### config.mk
export PLATFORM = sky130hd
export DESIGN_NAME = controller_sequencer_flat
export DESIGN_NICKNAME = d
export VERILOG_FILES = /design/src/rtl/sap1_pkg.sv /design/src/rtl/controller_sequencer_if.sv /design/src/rtl/ring_counter.sv /design/src/rtl/controller_sequencer.sv /design/src/flat_wrapper.sv
export SDC_FILE = /design/constraint.sdc
export NUM_CORES = 1
export LEC_CHECK = 0
export CAP_MARGIN = 10
export CELL_PAD_IN_SITES_DETAIL_PLACEMENT = 0
export CELL_PAD_IN_SITES_GLOBAL_PLACEMENT = 2
export CORE_MARGIN = 3
export CORE_UTILIZATION = 24
export CTS_CLUSTER_SIZE = 28
export DETAILED_ROUTE_END_ITERATION = 10
export PLACE_DENSITY_LB_ADDON = 0.1
export SETUP_SLACK_MARGIN = 0.15
export SLEW_MARGIN = 10
export SYNTH_ARGS = -nofsm -noshare
export SYNTH_HDL_FRONTEND = slang
export SYNTH_SLANG_ARGS = --single-unit
### constraint.sdc
create_clock -name clk -period 2.59 [get_ports clk]
set_input_delay 0.259 -clock clk [delete_from_list [all_inputs] [get_ports clk]]
set_output_delay 0.259 -clock clk [all_outputs]
set_load 0.01 [all_outputs]
### src/rtl/sap1_pkg.sv
// Shared SAP-1 encodings: opcodes, ALU operation selects and T-state codes.
package sap1_pkg;

    typedef enum logic [3:0] {
        OP_LDA = 4'b0000,
        OP_ADD = 4'b0001,
        OP_SUB = 4'b0010,
        OP_AND = 4'b0011,
        OP_OR  = 4'b0100,
        OP_NOT = 4'b0101,
        OP_SHR = 4'b0110,
        OP_SHL = 4'b0111,
        OP_OUT = 4'b1110,
        OP_HLT = 4'b1111
    } opcode_e;

    typedef enum logic [2:0] {
        SU_ADD = 3'b000,
        SU_SUB = 3'b001,
        SU_AND = 3'b010,
        SU_OR  = 3'b011,
        SU_NOT = 3'b100,
        SU_SHR = 3'b101,
        SU_SHL = 3'b110
    } alu_su_e;

    localparam int unsigned T1_IDX   = 0;
    localparam int unsigned T2_IDX   = 1;
    localparam int unsigned T3_IDX   = 2;
    localparam int unsigned T4_IDX   = 3;
    localparam int unsigned T5_IDX   = 4;
    localparam int unsigned T6_IDX   = 5;
    localparam int unsigned T_STATES = 6;

    typedef enum logic [T_STATES-1:0] {
        T1 = 6'b000001 << T1_IDX,
        T2 = 6'b000001 << T2_IDX,
        T3 = 6'b000001 << T3_IDX,
        T4 = 6'b000001 << T4_IDX,
        T5 = 6'b000001 << T5_IDX,
        T6 = 6'b000001 << T6_IDX
    } tstate_e;

endpackage

### src/rtl/controller_sequencer_if.sv
// Opcode input and control-word outputs of the SAP-1 controller/sequencer.
interface controller_sequencer_if;
    logic [3:0] opcode;
    logic       pc_en;
    logic       pc_inc;
    logic       mar_ld;
    logic       ram_en;
    logic       ir_ld;
    logic       ir_en;
    logic       a_ld;
    logic       a_en;
    logic       b_ld;
    logic       out_ld;
    logic       alu_en;
    logic [2:0] alu_su;
    logic [5:0] t_state;
    logic       halted;

    modport master (
        input  opcode,
        output pc_en, pc_inc, mar_ld, ram_en, ir_ld, ir_en, a_ld, a_en,
               b_ld, out_ld, alu_en, alu_su, t_state, halted
    );

    modport slave (
        output opcode,
        input  pc_en, pc_inc, mar_ld, ram_en, ir_ld, ir_en, a_ld, a_en,
               b_ld, out_ld, alu_en, alu_su, t_state, halted
    );
endinterface

### src/rtl/ring_counter.sv
// One-hot six-state T-state generator; hold freezes it, illegal codes recover to T1.
module ring_counter
    import sap1_pkg::*;
(
    input  logic       clk,
    input  logic       rst,
    input  logic       hold,
    output logic [5:0] t_state
);

    // Kept as a plain vector so a corrupted (non one-hot) value is representable and recoverable.
    logic [5:0] state_q;
    logic [5:0] state_d;

    // State register with synchronous reset to T1.
    always_ff @(posedge clk) begin
        if (rst) state_q <= T1;
        else     state_q <= state_d;
    end

    // Next state: rotate unless held; anything not one-hot returns to T1.
    always_comb begin
        state_d = T1;
        case (state_q)
            T1:      state_d = hold ? T1 : T2;
            T2:      state_d = hold ? T2 : T3;
            T3:      state_d = hold ? T3 : T4;
            T4:      state_d = hold ? T4 : T5;
            T5:      state_d = hold ? T5 : T6;
            T6:      state_d = hold ? T6 : T1;
            default: state_d = T1;
        endcase
    end

    assign t_state = state_q;

endmodule

### src/rtl/controller_sequencer.sv
// SAP-1 controller/sequencer: Moore control word from T-state, opcode and halt flag.
module controller_sequencer
    import sap1_pkg::*;
(
    input  logic                   clk,
    input  logic                   rst,
    controller_sequencer_if.master bus
);

    logic [5:0] t_state;
    logic       halted_q;
    opcode_e    op;

    assign op = opcode_e'(bus.opcode);

    ring_counter u_ring (
        .clk     (clk),
        .rst     (rst),
        .hold    (halted_q),
        .t_state (t_state)
    );

    // Halt flag: set by HLT at the end of T4, cleared only by reset.
    always_ff @(posedge clk) begin
        if (rst)                                halted_q <= 1'b0;
        else if (t_state == T4 && op == OP_HLT) halted_q <= 1'b1;
    end

    // Control word decode; everything idle during reset or once halted.
    always_comb begin
        bus.pc_en  = 1'b0;
        bus.pc_inc = 1'b0;
        bus.mar_ld = 1'b0;
        bus.ram_en = 1'b0;
        bus.ir_ld  = 1'b0;
        bus.ir_en  = 1'b0;
        bus.a_ld   = 1'b0;
        bus.a_en   = 1'b0;
        bus.b_ld   = 1'b0;
        bus.out_ld = 1'b0;
        bus.alu_en = 1'b0;
        bus.alu_su = SU_ADD;
        if (!rst && !halted_q) begin
            case (t_state)
                T1: begin
                    bus.pc_en  = 1'b1;
                    bus.mar_ld = 1'b1;
                end
                T2: bus.pc_inc = 1'b1;
                T3: begin
                    bus.ram_en = 1'b1;
                    bus.ir_ld  = 1'b1;
                end
                T4: begin
                    case (op)
                        OP_LDA, OP_ADD, OP_SUB, OP_AND, OP_OR: begin
                            bus.ir_en  = 1'b1;
                            bus.mar_ld = 1'b1;
                        end
                        OP_NOT, OP_SHR, OP_SHL: begin
                            bus.alu_en = 1'b1;
                            bus.a_ld   = 1'b1;
                            bus.alu_su = (op == OP_NOT) ? SU_NOT :
                                         (op == OP_SHR) ? SU_SHR : SU_SHL;
                        end
                        OP_OUT: begin
                            bus.a_en   = 1'b1;
                            bus.out_ld = 1'b1;
                        end
                        default: ;
                    endcase
                end
                T5: begin
                    case (op)
                        OP_LDA: begin
                            bus.ram_en = 1'b1;
                            bus.a_ld   = 1'b1;
                        end
                        OP_ADD, OP_SUB, OP_AND, OP_OR: begin
                            bus.ram_en = 1'b1;
                            bus.b_ld   = 1'b1;
                        end
                        default: ;
                    endcase
                end
                T6: begin
                    case (op)
                        OP_ADD: begin bus.alu_en = 1'b1; bus.a_ld = 1'b1; bus.alu_su = SU_ADD; end
                        OP_SUB: begin bus.alu_en = 1'b1; bus.a_ld = 1'b1; bus.alu_su = SU_SUB; end
                        OP_AND: begin bus.alu_en = 1'b1; bus.a_ld = 1'b1; bus.alu_su = SU_AND; end
                        OP_OR:  begin bus.alu_en = 1'b1; bus.a_ld = 1'b1; bus.alu_su = SU_OR;  end
                        default: ;
                    endcase
                end
                default: ;
            endcase
        end
    end

    assign bus.t_state = t_state;
    assign bus.halted  = halted_q;

endmodule

### src/flat_wrapper.sv
// flat-port wrapper written by rule: the top's interface ports become plain ports
module controller_sequencer_flat import sap1_pkg::*;
  (clk, rst, bus_opcode, bus_pc_en, bus_pc_inc, bus_mar_ld, bus_ram_en, bus_ir_ld, bus_ir_en, bus_a_ld, bus_a_en, bus_b_ld, bus_out_ld, bus_alu_en, bus_alu_su, bus_t_state, bus_halted);
  controller_sequencer_if bus_i ();
  input  logic clk;
  input  logic rst;
  input wire logic [$bits(bus_i.opcode)-1:0] bus_opcode;
  output wire logic [$bits(bus_i.pc_en)-1:0] bus_pc_en;
  output wire logic [$bits(bus_i.pc_inc)-1:0] bus_pc_inc;
  output wire logic [$bits(bus_i.mar_ld)-1:0] bus_mar_ld;
  output wire logic [$bits(bus_i.ram_en)-1:0] bus_ram_en;
  output wire logic [$bits(bus_i.ir_ld)-1:0] bus_ir_ld;
  output wire logic [$bits(bus_i.ir_en)-1:0] bus_ir_en;
  output wire logic [$bits(bus_i.a_ld)-1:0] bus_a_ld;
  output wire logic [$bits(bus_i.a_en)-1:0] bus_a_en;
  output wire logic [$bits(bus_i.b_ld)-1:0] bus_b_ld;
  output wire logic [$bits(bus_i.out_ld)-1:0] bus_out_ld;
  output wire logic [$bits(bus_i.alu_en)-1:0] bus_alu_en;
  output wire logic [$bits(bus_i.alu_su)-1:0] bus_alu_su;
  output wire logic [$bits(bus_i.t_state)-1:0] bus_t_state;
  output wire logic [$bits(bus_i.halted)-1:0] bus_halted;
  assign bus_i.opcode = bus_opcode;
  assign bus_pc_en = bus_i.pc_en;
  assign bus_pc_inc = bus_i.pc_inc;
  assign bus_mar_ld = bus_i.mar_ld;
  assign bus_ram_en = bus_i.ram_en;
  assign bus_ir_ld = bus_i.ir_ld;
  assign bus_ir_en = bus_i.ir_en;
  assign bus_a_ld = bus_i.a_ld;
  assign bus_a_en = bus_i.a_en;
  assign bus_b_ld = bus_i.b_ld;
  assign bus_out_ld = bus_i.out_ld;
  assign bus_alu_en = bus_i.alu_en;
  assign bus_alu_su = bus_i.alu_su;
  assign bus_t_state = bus_i.t_state;
  assign bus_halted = bus_i.halted;
  controller_sequencer u_core (.clk(clk), .rst(rst), .bus(bus_i));
endmodule
== Yosys cells after proc, flatten, opt, wreduce, memory -nomap -nowiden ==
Index checks and enable logic that the tools add are counted.

* Register bits: 7
* Output and inout bits: 21
* Word-level logic and storage cells: 63

* Equality and inequality tests: 15
* Multiplexer cells: 38
* Reduce and logical (&&, ||, !) cells: 8

{| class="wikitable"
|+ Operators with widths
! operator !! number
|-
| 6-bit one-hot mux with 6 select lines || 1
|-
| 1-bit two-way mux || 21
|-
| 4-bit by 3-bit == test with 1-bit output, second input constant || 4
|-
| 3-bit two-way mux || 4
|-
| 6-bit two-way mux || 2
|-
| 4-bit by 2-bit == test with 1-bit output, second input constant || 2
|-
| 4-bit == test, second input constant || 2
|-
| 6-bit by 1-bit == test with 1-bit output, second input constant || 1
|-
| 6-bit by 2-bit == test with 1-bit output, second input constant || 1
|-
| 6-bit by 3-bit == test with 1-bit output, second input constant || 1
|-
| 6-bit by 4-bit == test with 1-bit output, second input constant || 1
|-
| 6-bit by 5-bit == test with 1-bit output, second input constant || 1
|-
| 6-bit == test, second input constant || 1
|-
| 1-bit one-hot mux with 2 select lines || 3
|-
| 2-bit one-hot mux with 3 select lines || 1
|-
| 3-bit one-hot mux with 2 select lines || 1
|-
| 5-bit two-way mux || 1
|-
| 5-bit OR reduction || 1
|-
| 4-bit by 1-bit == test with 1-bit output, second input constant || 1
|-
| 4-bit logical NOT || 1
|-
| 2-bit two-way mux || 2
|-
| 4-bit two-way mux || 1
|-
| 4-bit OR reduction || 1
|-
| 1-bit one-hot mux with 3 select lines || 1
|-
| 3 further kinds || 5
|}

== Logic depth before layout (Yosys ltp) ==
Gate-level depths: netlist of run 1.

* Depth in word-level cells: 6
* Depth in mapped cells: 5
* Gate-level depth less buffers: 4

== By module ==
Synthesis of run 1 repeated with hierarchy kept, for this count alone.

* Cell total of the unflattened synthesis: 86
* Area, all modules: 631.9 um^2

{| class="wikitable"
|+ Modules (own cells, without submodules)
! module !! times used !! cells an instance !! area each (um^2) !! sequential area each (um^2)
|-
| ring_counter || 1 || 38 || 326.6 || 120.1
|-
| controller_sequencer || 1 || 48 || 305.3 || 20.0
|}

== Worst setup path before layout of run 1 ==
OpenSTA, ideal clock, no wires.

* Kind: reg2out
* From: register u_core.halted_q (netlist: u_core.bus.halted)
* To: output port bus_out_ld
* Arrival time: 1712 ps
* Data required time: 2331 ps
* Path slack: 619 ps
* Cell stages (with the launch flop): 5
* Cell sequence: dfxtp_1 clkbuf_1 or2_2 nor4b_1 buf_4

* Cells in the longest elaborated chain, start to end: 3

{| class="wikitable"
|+ RTL lines
! what !! RTL line !! source
|-
| start, declared || controller_sequencer.sv:11 || <nowiki>logic halted_q;</nowiki>
|-
| start signal, assigned || controller_sequencer.sv:25 || <nowiki>if (rst) halted_q <= 1'b0;</nowiki>
|-
| start signal, assigned || controller_sequencer.sv:26 || <nowiki>else if (t_state == T4 && op == OP_HLT) halted_q <= 1'b1;</nowiki>
|-
| 1-bit logical NOT || controller_sequencer.sv:43 || <nowiki>if (!rst && !halted_q) begin</nowiki>
|-
| 1-bit logical AND || controller_sequencer.sv:43 ||
|-
| 1-bit two-way mux || -- ||
|-
| end, declared || flat_wrapper.sv:17 || <nowiki>output wire logic [$bits(bus_i.out_ld)-1:0] bus_out_ld;</nowiki>
|}

Every way passes these cells.

== Worst setup path in the final report of run 1 ==
* From: register u_core.u_ring.state_q[2] (netlist: u_core.u_ring.t_state[2])
* To: output port bus_a_en

* Cells in the longest elaborated chain, start to end: 3

{| class="wikitable"
|+ RTL lines
! what !! RTL line !! source
|-
| start, declared || ring_counter.sv:12 || <nowiki>logic [5:0] state_q;</nowiki>
|-
| start signal, assigned || ring_counter.sv:18 || <nowiki>else state_q <= state_d;</nowiki>
|-
| 6-bit by 4-bit == test with 1-bit output || controller_sequencer.sv:44 || <nowiki>case (t_state)</nowiki>
|-
| 1-bit two-way mux || controller_sequencer.sv:44 ||
|-
| 1-bit two-way mux || controller_sequencer.sv:43 ||
|-
| end, declared || flat_wrapper.sv:15 || <nowiki>output wire logic [$bits(bus_i.a_en)-1:0] bus_a_en;</nowiki>
|}

Every way passes these cells.

==> metrics.csv, run 1 <==
stage,metric,value,unit
logic_synthesis,Synth top area share,20.6,%
sta,worst slew pin tran,0.324,ns
logic_synthesis,#FFs+latches synth,7,
grt,first-pass GRT wire length,3240,um
clocking,Clock Path Buffers,2,
floorplanning,die width,59.3,um
clocking,H-tree levels,1,
logic_synthesis,share of flip-flops with an asynchronous set or reset,0,%
drt,post-DR vias/cell,5.08,
sta,Final Max Tran Viols,0,
drt,Final Routed Wirelength,1990,um
pwr,Pwr Density,335,mW/mm^2
pwr,overall power,360,uW
floorplanning,IO Pins,27,
layout,post-route cell area,0.00108,sq mm
worst_hold_path,Min-Delay Path Class,in -> reg,
grt,initial antenna violation count,0,
grt,GRT overflow,0,
logic_synthesis,commonest register cell after synthesis,dfxtp_1,
critical_path,crit start category,register,
layout,Final nets,126,
worst_hold_path,hold depth,2,
floorplanning,Initial Util,26.3,%
clocking,clk root buf,clkbuf_4,
clocking,Clock Pin Slew Worst Setup and Hold Paths,0.06,ns
logic_synthesis,Synthesized Nets,96,
logic_synthesis,synthesized area per cell,7.58,sq um
logic_synthesis,"top cells by area, synth","dfxtp_1 (21%), nor2_1 (7.2%), mux2i_1 (5.9%)",
critical_path,worst r2r src,u_core.u_ring.t_state[4],
critical_path,"Max FO, Critical Path",7,
grt,GRT Overall Usage,12.2,%
placement,"Cell Area, Placed",977,sq um
critical_path,CP startpoint,u_core.u_ring.t_state[2],
layout,layout cells sized above 1,25.2,%
critical_path,WP data arrival,2.11,ns
drt,DRT iter0 DRCs,7,
critical_path,Setup crit end kind,output port,
logic_synthesis,Synth top cells by count,"nor2_1 (13), nor3_1 (8), dfxtp_1 (7), a21oi_1 (6), clkbuf_1 (5)",
floorplanning,die area,0.00352,sq mm
critical_path,max incr delay on CP,0.59,ns
drt,Routed Antenna Nets,0,
clocking,Num CTS Buffers,3,
floorplanning,row count,18,
sta,crit path time final,2.37,ns
status,outcome,completed,
drt,Vias,757,
placement,DPL Wire Length,1540,um
placement,Placer Congestion,0.736,
critical_path,crit path cell chain,"buf_4, nor3_2, nand3_1, nor4b_2, clkdlybuf4s50_1",
logic_synthesis,synthesis warning total,0,
logic_synthesis,post-synthesis cell type count,41,
critical_path,worst path required time,2.33,ns
grt,largest net degree at the start of global routing,13,
critical_path,r2r endpoint,u_core.u_ring.t_state[2],
critical_path,Worst path slowest cell,clkdlybuf4s50_1,
job,max cap viols,0,
placement,PortBufs,26,
sta,Final Hold Viols,0,
critical_path,"setup slack, reg-to-reg",1.03,ns
clocking,clk_lat worst skew,0.25,ns
logic_synthesis,"count leader, synth",nor2_1,
pwr,P_leak,0.482,nW
critical_path,path type of the worst setup path,reg -> out,
sta,final worst-path cycle share,91.5,%
drt,DRT Pass-1 Iters,3,
sta,RSZ-0062 raised after global routing,yes,
pwr,peak supply drop,0.000267,V
clocking,TritonCTS clock tree,done,
sta,fmax,422,MHz
critical_path,Critical Path Sink,bus_a_en,
layout,# diodes,0,
sta,Worst Skew,0.00792,ns
sta,setup TNS,0,ns
logic_synthesis,"Seq/Total Area, Yosys",20.6,%
floorplanning,area of the core,0.00259,sq mm
logic_synthesis,mapped cell area,682,sq um
layout,Fillers,245,
critical_path,Worst R2R Path Depth,5,
floorplanning,Die Span Y,59.3,um
logic_synthesis,"EDFF count, synth",0,
sta,Worst slew margin,78.4,%
grt,vias in the first global route,711,
drt,wire per inst,13.4,um
clocking,clock sinks,7,
logic_synthesis,post-synth top area cell,dfxtp_1,
clocking,Post-CTS Hold Buffers,0,
drt,DRC viols,0,
sta,final setup fails,0,
layout,P&R area growth vs syn,58.0,%
logic_synthesis,Synth Instances,90,
-- cells by family (layout without fill, tap and decap cells) --
kind of cell    count (synthesis)  count (layout)  synth area share, %
simple gates                   49              49                 46.4
compound gates                 17              17                 16.0
buf+inv                        11              40                 8.62
flops                           7               7                 20.5
mux                             4               4                 5.87
xor+xnor                        2               2                 2.57
-- per-stage QoR --
stage / hold slack (ns) / instances / worst slack [ns] / util (%)
global route: 0.679 / 149 / 0.0889 / 41.6
global placement: 0.640 / 143 / 0.159 / 37.7
detailed placement: 0.639 / 143 / 0.129 / 37.7
CTS: 0.658 / 148 / 0.131 / 40.2
finish: 0.656 / 149 / 0.220 / 41.6
floorplan: 0.543 / 90 / 0.619 / -
-- flip-flops by register name, indices dropped and copies added (netlist names) --
register and count:
u_core.bus.halted 1, u_core.u_ring.t_state 6
-- report_power, final --
group          switching [mW]  internal [mW]  leakage (nW)
registers              0.0107          0.114        0.0581
clock network          0.0445         0.0566        0.0177
logic                  0.0640         0.0701         0.406
total                   0.119          0.241         0.482
-- how the worst min path moves through the flow --
stage                                   from                       end  slack [ns]
finish                                   rst  u_core.u_ring.t_state[1]        0.66
global placement    u_core.u_ring.t_state[2]  u_core.u_ring.t_state[0]        0.64
floorplan                                rst         u_core.bus.halted        0.54
global route                             rst  u_core.u_ring.t_state[1]        0.68
CTS                        u_core.bus.halted         u_core.bus.halted        0.66
detailed placement  u_core.u_ring.t_state[2]  u_core.u_ring.t_state[0]        0.64
-- timing repair --
item,CTS,global route
pin swaps,1,1
resized for setup,7,9
setup buffers,1,1
setup endpoints to repair,10,10
hold endpoints to repair,0,0
-- layout make-up --
| class | count | area [sq um] | area share, % |
|---|---|---|---|
| repair buffers | 35 | 345 | 32.1 |
| flip-flops and latches | 7 | 143 | 13.2 |
| clock buffers | 3 | 22.5 | 2.09 |
| well taps | 30 | 37.5 | 3.48 |
| inverters | 1 | 3.75 | 0.348 |
| clock inverters | 1 | 5.00 | 0.465 |
| multi-input cells | 72 | 520 | 48.3 |
-- metal layers --
layer / global-route usage (%) / up-vias / wire length, um
met3: 5.45 / 0 / 121
met2: 17.9 / 19 / 916
met4: 0.971 / 0 / 0
li1: - / 391 / -
met1: 16.9 / 347 / 955
met5: 0 / - / 0
-- critical path, delay by kind of cell (launching register included) --
| family | cells | cell delay (ns) |
|---|---|---|
| DFF | 1 | 0.31 |
| buffers and inverters | 2 | 0.75 |
| and+or+nand+nor | 3 | 0.80 |
-- placed cells by master (no fill, tap or decap), types with 2 or more instances in the layout --
cell and instances:
nand3_1 2, dlymetal6s2s_1 7, or4_4 2, dfxtp_2 2, dfxtp_1 5, nor2_1 13
and3_1 2, mux2i_1 4, a21oi_1 6, nor3_1 7, buf_4 9, clkbuf_4 3
nor3b_1 2, o21ai_0 4, nor2b_1 2, nor2_4 2, nand2b_1 2, clkdlybuf4s50_1 19
xor2_1 2, nor4b_2 2
Power figures use the tool's default switching activity.
==> run 2, diff against run 1 <==
--- a/config.mk
+++ b/config.mk
@@ -8,8 +8,8 @@
 export CAP_MARGIN = 10
 export CELL_PAD_IN_SITES_DETAIL_PLACEMENT = 0
 export CELL_PAD_IN_SITES_GLOBAL_PLACEMENT = 2
-export CORE_MARGIN = 3
-export CORE_UTILIZATION = 24
+export CORE_MARGIN = 8
+export CORE_UTILIZATION = 23
 export CTS_CLUSTER_SIZE = 28
 export DETAILED_ROUTE_END_ITERATION = 10
 export PLACE_DENSITY_LB_ADDON = 0.1
@@ -17,4 +17,5 @@
 export SLEW_MARGIN = 10
 export SYNTH_ARGS = -nofsm -noshare
 export SYNTH_HDL_FRONTEND = slang
+export SYNTH_HIERARCHICAL = 1
 export SYNTH_SLANG_ARGS = --single-unit
==> run 2 against run 1 <==
Against the previous run:
- count of clock-buffer cells in the layout rose by 1
- first-iteration DRC count increased to 5.4 times the previous value
- combinational power down 5%
- clock power about the same
- register-to-register slack improved by 0.15 ns
- largest power group unchanged
- largest cell class unchanged
- worst setup slack better by 0.027 ns
- sequential share of layout area increased by 0.34 points
- area after synthesis down 7.3%
- global-route usage decreased by 2.3 points
- via count rose by 4.6%
- clock skew decreased by 0.0037 ns
- non-clock buffer count up 2
==> metrics.csv, run 2 <==
stage,metric,value,unit
sta,worst slew pin tran,0.407,ns
sta,setup TNS,0,ns
drt,Routed Antenna Nets,0,
clocking,Setup Buffers After CTS,0,
pwr,P_leak,0.484,nW
clocking,Post-CTS Resized,8,
critical_path,path type of the worst setup path,reg -> out,
layout,"commonest cells after routing, fill and taps aside","clkdlybuf4s50_1 (14), buf_4 (11), nor2_1 (11), a21oi_1 (7), dfxtp_1 (7)",
layout,# diodes,0,
logic_synthesis,mapped cell area,632,sq um
grt,first-pass GRT wire length,3600,um
critical_path,"Max FO, Critical Path",2,
logic_synthesis,Synth Instances,86,
pwr,peak supply drop,0.000241,V
clocking,clk_lat worst skew,0.25,ns
floorplanning,area of the core,0.00269,sq mm
critical_path,worst path required time,2.33,ns
placement,DPL Wire Length,1730,um
logic_synthesis,"EDFF count, synth",0,
logic_synthesis,synthesis warning total,6,
placement,PortBufs,26,
logic_synthesis,post-synthesis cell type count,32,
critical_path,crit start category,register,
drt,Vias,792,
critical_path,WP data arrival,2.08,ns
logic_synthesis,Synthesized Nets,92,
drt,Final Routed Wirelength,2250,um
drt,DRT Pass-1 Iters,4,
clocking,Post-CTS Hold Buffers,0,
logic_synthesis,"Seq/Total Area, Yosys",22.2,%
pwr,clock share of power,28.7,%
floorplanning,IO Pins,27,
logic_synthesis,"count leader, synth",nor2_1,
pwr,overall power,343,uW
critical_path,Setup crit end kind,output port,
grt,GRT overflow,0,
logic_synthesis,synthesized area per cell,7.35,sq um
layout,P&R area growth vs syn,63.4,%
clocking,clk root buf,clkbuf_4,
grt,GRT Overall Usage,9.83,%
layout,register area,140,sq um
pwr,Psw,105,uW
floorplanning,die area,0.00468,sq mm
logic_synthesis,"top cells by area, synth","dfxtp_1 (22%), nor2_1 (6.5%), a21oi_1 (5.5%)",
sta,Worst Skew,0.00425,ns
layout,"commonest non-fill, non-tap cell in the layout",clkdlybuf4s50_1,
floorplanning,die width,68.4,um
pwr,sequential share of power,34.2,%
grt,initial antenna violation count,0,
logic_synthesis,share of flip-flops with an asynchronous set or reset,0,%
layout,Final nets,131,
sta,fmax,427,MHz
layout,area of the multi-input gates,477,sq um
pwr,Comb pwr share,37.1,%
status,outcome,completed,
clocking,Clock Pin Slew Worst Setup and Hold Paths,0.06,ns
sta,Final Max Tran Viols,0,
floorplanning,Die Span Y,68.4,um
clocking,Num CTS Buffers,3,
sta,final worst-path cycle share,90.5,%
logic_synthesis,Synth top area share,22.2,%
layout,final design utilization,38.4,%
layout,layout cells sized above 1,16.9,%
sta,final setup fails,0,
grt,vias in the first global route,750,
worst_hold_path,Min-Delay Path Class,in -> reg,
sta,crit path time final,2.34,ns
sta,Final Hold Viols,0,
drt,post-DR vias/cell,5.11,
layout,Fillers,308,
logic_synthesis,commonest register cell after synthesis,dfxtp_1,
pwr,Pwr Density,332,mW/mm^2
placement,Placer Congestion,0.773,
sta,RSZ-0062 raised after global routing,no,
floorplanning,Initial Util,23.5,%
logic_synthesis,post-synth top area cell,dfxtp_1,
pwr,cell-internal power,238,uW
drt,DRT iter0 DRCs,38,
job,max cap viols,0,
clocking,Clock Path Buffers,2,
logic_synthesis,Synth top cells by count,"nor2_1 (11), a21oi_1 (7), dfxtp_1 (7), nand2_1 (5), nand2b_1 (5)",
clocking,H-tree levels,1,
drt,DRC viols,0,
grt,largest net degree at the start of global routing,15,
layout,Largest register FFs,6,
pwr,switching share of power,30.6,%
clocking,clock sinks,7,
drt,wire per inst,14.5,um
sta,Final Hold Slack,0.435,ns
logic_synthesis,#FFs+latches synth,7,
floorplanning,row count,19,
clocking,TritonCTS clock tree,done,
sta,Worst slew margin,72.8,%
## run 2: cell count changes in the layout (fill, tap and decap cells not counted), sizes merged, moves of 3 or more
cell	change
nor4b	-3
nor3	-5
dlygate4sd2	+6
nor2	-4
clkdlybuf4s50	-5
nor4	+3
nand2	+4
nand4b	+3
mux2i	-3
nand2b	+3
## run 2: routing by layer
metal  track usage (%)  part of all wire [%]  routed length [um]
met1              10.9                    44                 983
met2              18.0                    49                1090
met3              2.78                   7.2                 163
met4              2.30                  0.58                  13
met5                 0                     0                   0
## run 2: metrics by stage
step	cells	instance area [sq um]	setup slack, ns
floorplan	86	632	0.313
global placement	151	987	0.0445
detailed placement	151	987	-0.00803
CTS	155	1010	0.0597
global route	155	1030	0.151
finish	155	1030	0.246
## run 2: critical path: stages, from the launching register on
cell	delay, ns
dfxtp_1	0.31
or4b_4	0.54
or4_1	0.43
a21boi_2	0.17
o21a_1	0.13
dlygate4sd2_1	0.26
## run 2: power groups by stage
stage                     combinational (mW)  clock (mW)  sequential, mW
after global routing                   0.139       0.107           0.118
final                                  0.127      0.0985           0.117
after detailed placement               0.129           0           0.119
after global placement                 0.130           0           0.119
after CTS                              0.128       0.101           0.117
after floorplan                       0.0508           0           0.131
## run 2: path summary, 6_finish.rpt
| path | startpoint | endpoint | slack (ns) | cells after the start |
|---|---|---|---|---|
| worst min register to register | u_core/u_ring/t_state[3] | u_core/u_ring/t_state[5] | 0.59 | 2 |
| worst max-delay path | u_core/u_ring/t_state[0] | bus_alu_en | 0.25 | 5 |
| worst min-delay path | bus_opcode[0] | u_core/bus.halted | 0.44 | 3 |
| worst max register to register | u_core/u_ring/t_state[0] | u_core/bus.halted | 1.18 | 5 |
## run 2: area by class of cell
| type | instances | area share [%] |
|---|---|---|
| Tap cell | 31 | 3.76 |
| Sequential cell | 7 | 13.6 |
| Timing Repair Buffer | 37 | 33.9 |
| Multi-Input combinational cell | 76 | 46.2 |
| Clock buffer | 4 | 2.55 |
## run 2: kinds of logic after synthesis
family | synth area share, %
compound gates | 20.0
simple gates | 52.1
flops | 22.2
mux | 1.58
buf+inv | 4.16
==> run 3, diff against run 2 <==
--- a/config.mk
+++ b/config.mk
@@ -13,6 +13,7 @@
 export CTS_CLUSTER_SIZE = 28
 export DETAILED_ROUTE_END_ITERATION = 10
 export PLACE_DENSITY_LB_ADDON = 0.1
+export REMOVE_ABC_BUFFERS = 1
 export SETUP_SLACK_MARGIN = 0.15
 export SLEW_MARGIN = 10
 export SYNTH_ARGS = -nofsm -noshare
==> run 3 against run 2 <==
Against the previous run:
- critical path depth is the same
- combinational power is essentially flat
- sequential cell count is the same
- power grew 0.27%
- critical path type unchanged
- critical endpoint is now bus_a_ld
==> metrics.csv, run 3 (synthesized netlist as in run 2, its figures left out) <==
stage,metric,value,unit
worst_hold_path,Min-Delay Path Class,in -> reg,
clocking,Post-CTS Hold Buffers,0,
drt,Vias,848,
pwr,Pwr Density,305,mW/mm^2
layout,# diodes,0,
sta,Final Hold Slack,0.454,ns
layout,final design utilization,42.1,%
drt,DRT Pass-1 Iters,4,
critical_path,worst path required time,2.33,ns
clocking,Clock Pin Slew Worst Setup and Hold Paths,0.05,ns
floorplanning,Initial Util,23.5,%
floorplanning,area of the core,0.00269,sq mm
grt,first-pass GRT wire length,3720,um
critical_path,crit start category,register,
sta,Final Hold Viols,0,
critical_path,path type of the worst setup path,reg -> out,
grt,vias in the first global route,811,
layout,Largest register FFs,6,
placement,PortBufs,26,
grt,GRT Overall Usage,10.2,%
grt,initial antenna violation count,0,
grt,GRT overflow,0,
pwr,P_leak,0.484,nW
placement,DPL Wire Length,1660,um
drt,wire per inst,14.6,um
grt,largest net degree at the start of global routing,15,
sta,Final Max Tran Viols,0,
layout,layout cells sized above 1,25.7,%
sta,setup TNS,0,ns
layout,"commonest cells after routing, fill and taps aside","buf_4 (23), clkdlybuf4s50_1 (15), nor2_1 (11), dlygate4sd2_1 (8)",
clocking,clk root buf,clkbuf_4,
sta,Worst Skew,0.00146,ns
sta,Worst slew margin,64.8,%
pwr,peak supply drop,0.000189,V
drt,Routed Antenna Nets,0,
sta,RSZ-0062 raised after global routing,yes,
critical_path,WP data arrival,2.10,ns
floorplanning,die area,0.00468,sq mm
drt,DRC viols,0,
layout,Final nets,143,
layout,"commonest non-fill, non-tap cell in the layout",buf_4,
drt,DRT iter0 DRCs,44,
sta,final worst-path cycle share,91.1,%
clocking,clock sinks,7,
job,max cap viols,0,
floorplanning,IO Pins,27,
sta,crit path time final,2.36,ns
clocking,Num CTS Buffers,3,
drt,post-DR vias/cell,5.08,
layout,P&R area growth vs syn,78.8,%
critical_path,Setup crit end kind,output port,
clocking,Clock Path Buffers,2,
clocking,TritonCTS clock tree,done,
status,outcome,completed,
sta,final setup fails,0,
floorplanning,Die Span Y,68.4,um
drt,Final Routed Wirelength,2440,um
floorplanning,die width,68.4,um
critical_path,"Max FO, Critical Path",2,
floorplanning,row count,19,
clocking,clk_lat worst skew,0.24,ns
placement,Placer Congestion,0.749,
clocking,H-tree levels,1,
sta,worst slew pin tran,0.528,ns
sta,fmax,424,MHz
[run 3: cell count changes in the layout (fill, tap and decap cells not counted), sizes merged]
cell           previous run  this run
clkdlybuf4s15             0         1
clkdlybuf4s50            14        15
dlygate4sd2               6         8
buf                      11        23
dlymetal6s2s              6         2
[run 3: worst paths after layout]
check / from / endpoint / slack, ns / depth (start not counted)
worst max-delay path: u_core/u_ring/t_state[0] / bus_a_ld / 0.23 / 5
worst min-delay path: bus_opcode[0] / u_core/bus.halted / 0.45 / 3
worst max register to register: u_core/u_ring/t_state[5] / u_core/bus.halted / 0.39 / 12
worst min register to register: u_core/u_ring/t_state[0] / u_core/u_ring/t_state[2] / 0.61 / 2
[run 3: through the flow]
stage	total power, mW	worst slack [ns]	cells	cell area [sq um]
6_report	0.344	0.230	167	1130
5_1_grt	0.363	0.132	167	1130
4_1_cts	0.345	0.157	167	1110
3_5_place_dp	0.250	0.103	154	1010
3_3_place_gp	0.250	0.0997	154	1010
2_1_floorplan	0.180	0.330	83	606
[run 3: metal layers]
layer	up-vias	global-route usage (%)	routed length [um]
met5	-	0	0
li1	428	-	-
met1	393	10.8	1030
met2	23	19.0	1240
met3	4	2.62	140
met4	0	3.07	25
[run 3: power by group]
part / internal, mW / switching (mW)
registers: 0.114 / 0.00374
logic: 0.0682 / 0.0620
clock network: 0.0586 / 0.0373
[run 3: layout make-up]
class                      instances  area (sq um)
fill                             288          1560
multi-input combinational         76           497
timing repair buffer              49           428
sequential                         7           140
tap                               31          38.8
clock buffer                       4          26.3
[run 3: timing repair]
| action | CTS | global route |
|---|---|---|
| pin swaps | 0 | 1 |
| buffers inserted | 9 | 0 |
| resized for setup | 12 | 6 |
| endpoints found under the setup margin | 11 | 8 |
[run 3: worst max-delay path: stages, from the launching register on]
cell and delay, ns:
dfxtp_1 0.31, or4b_4 0.56, or4_1 0.43, a21boi_2 0.16, o21a_1 0.13, dlygate4sd2_1 0.26
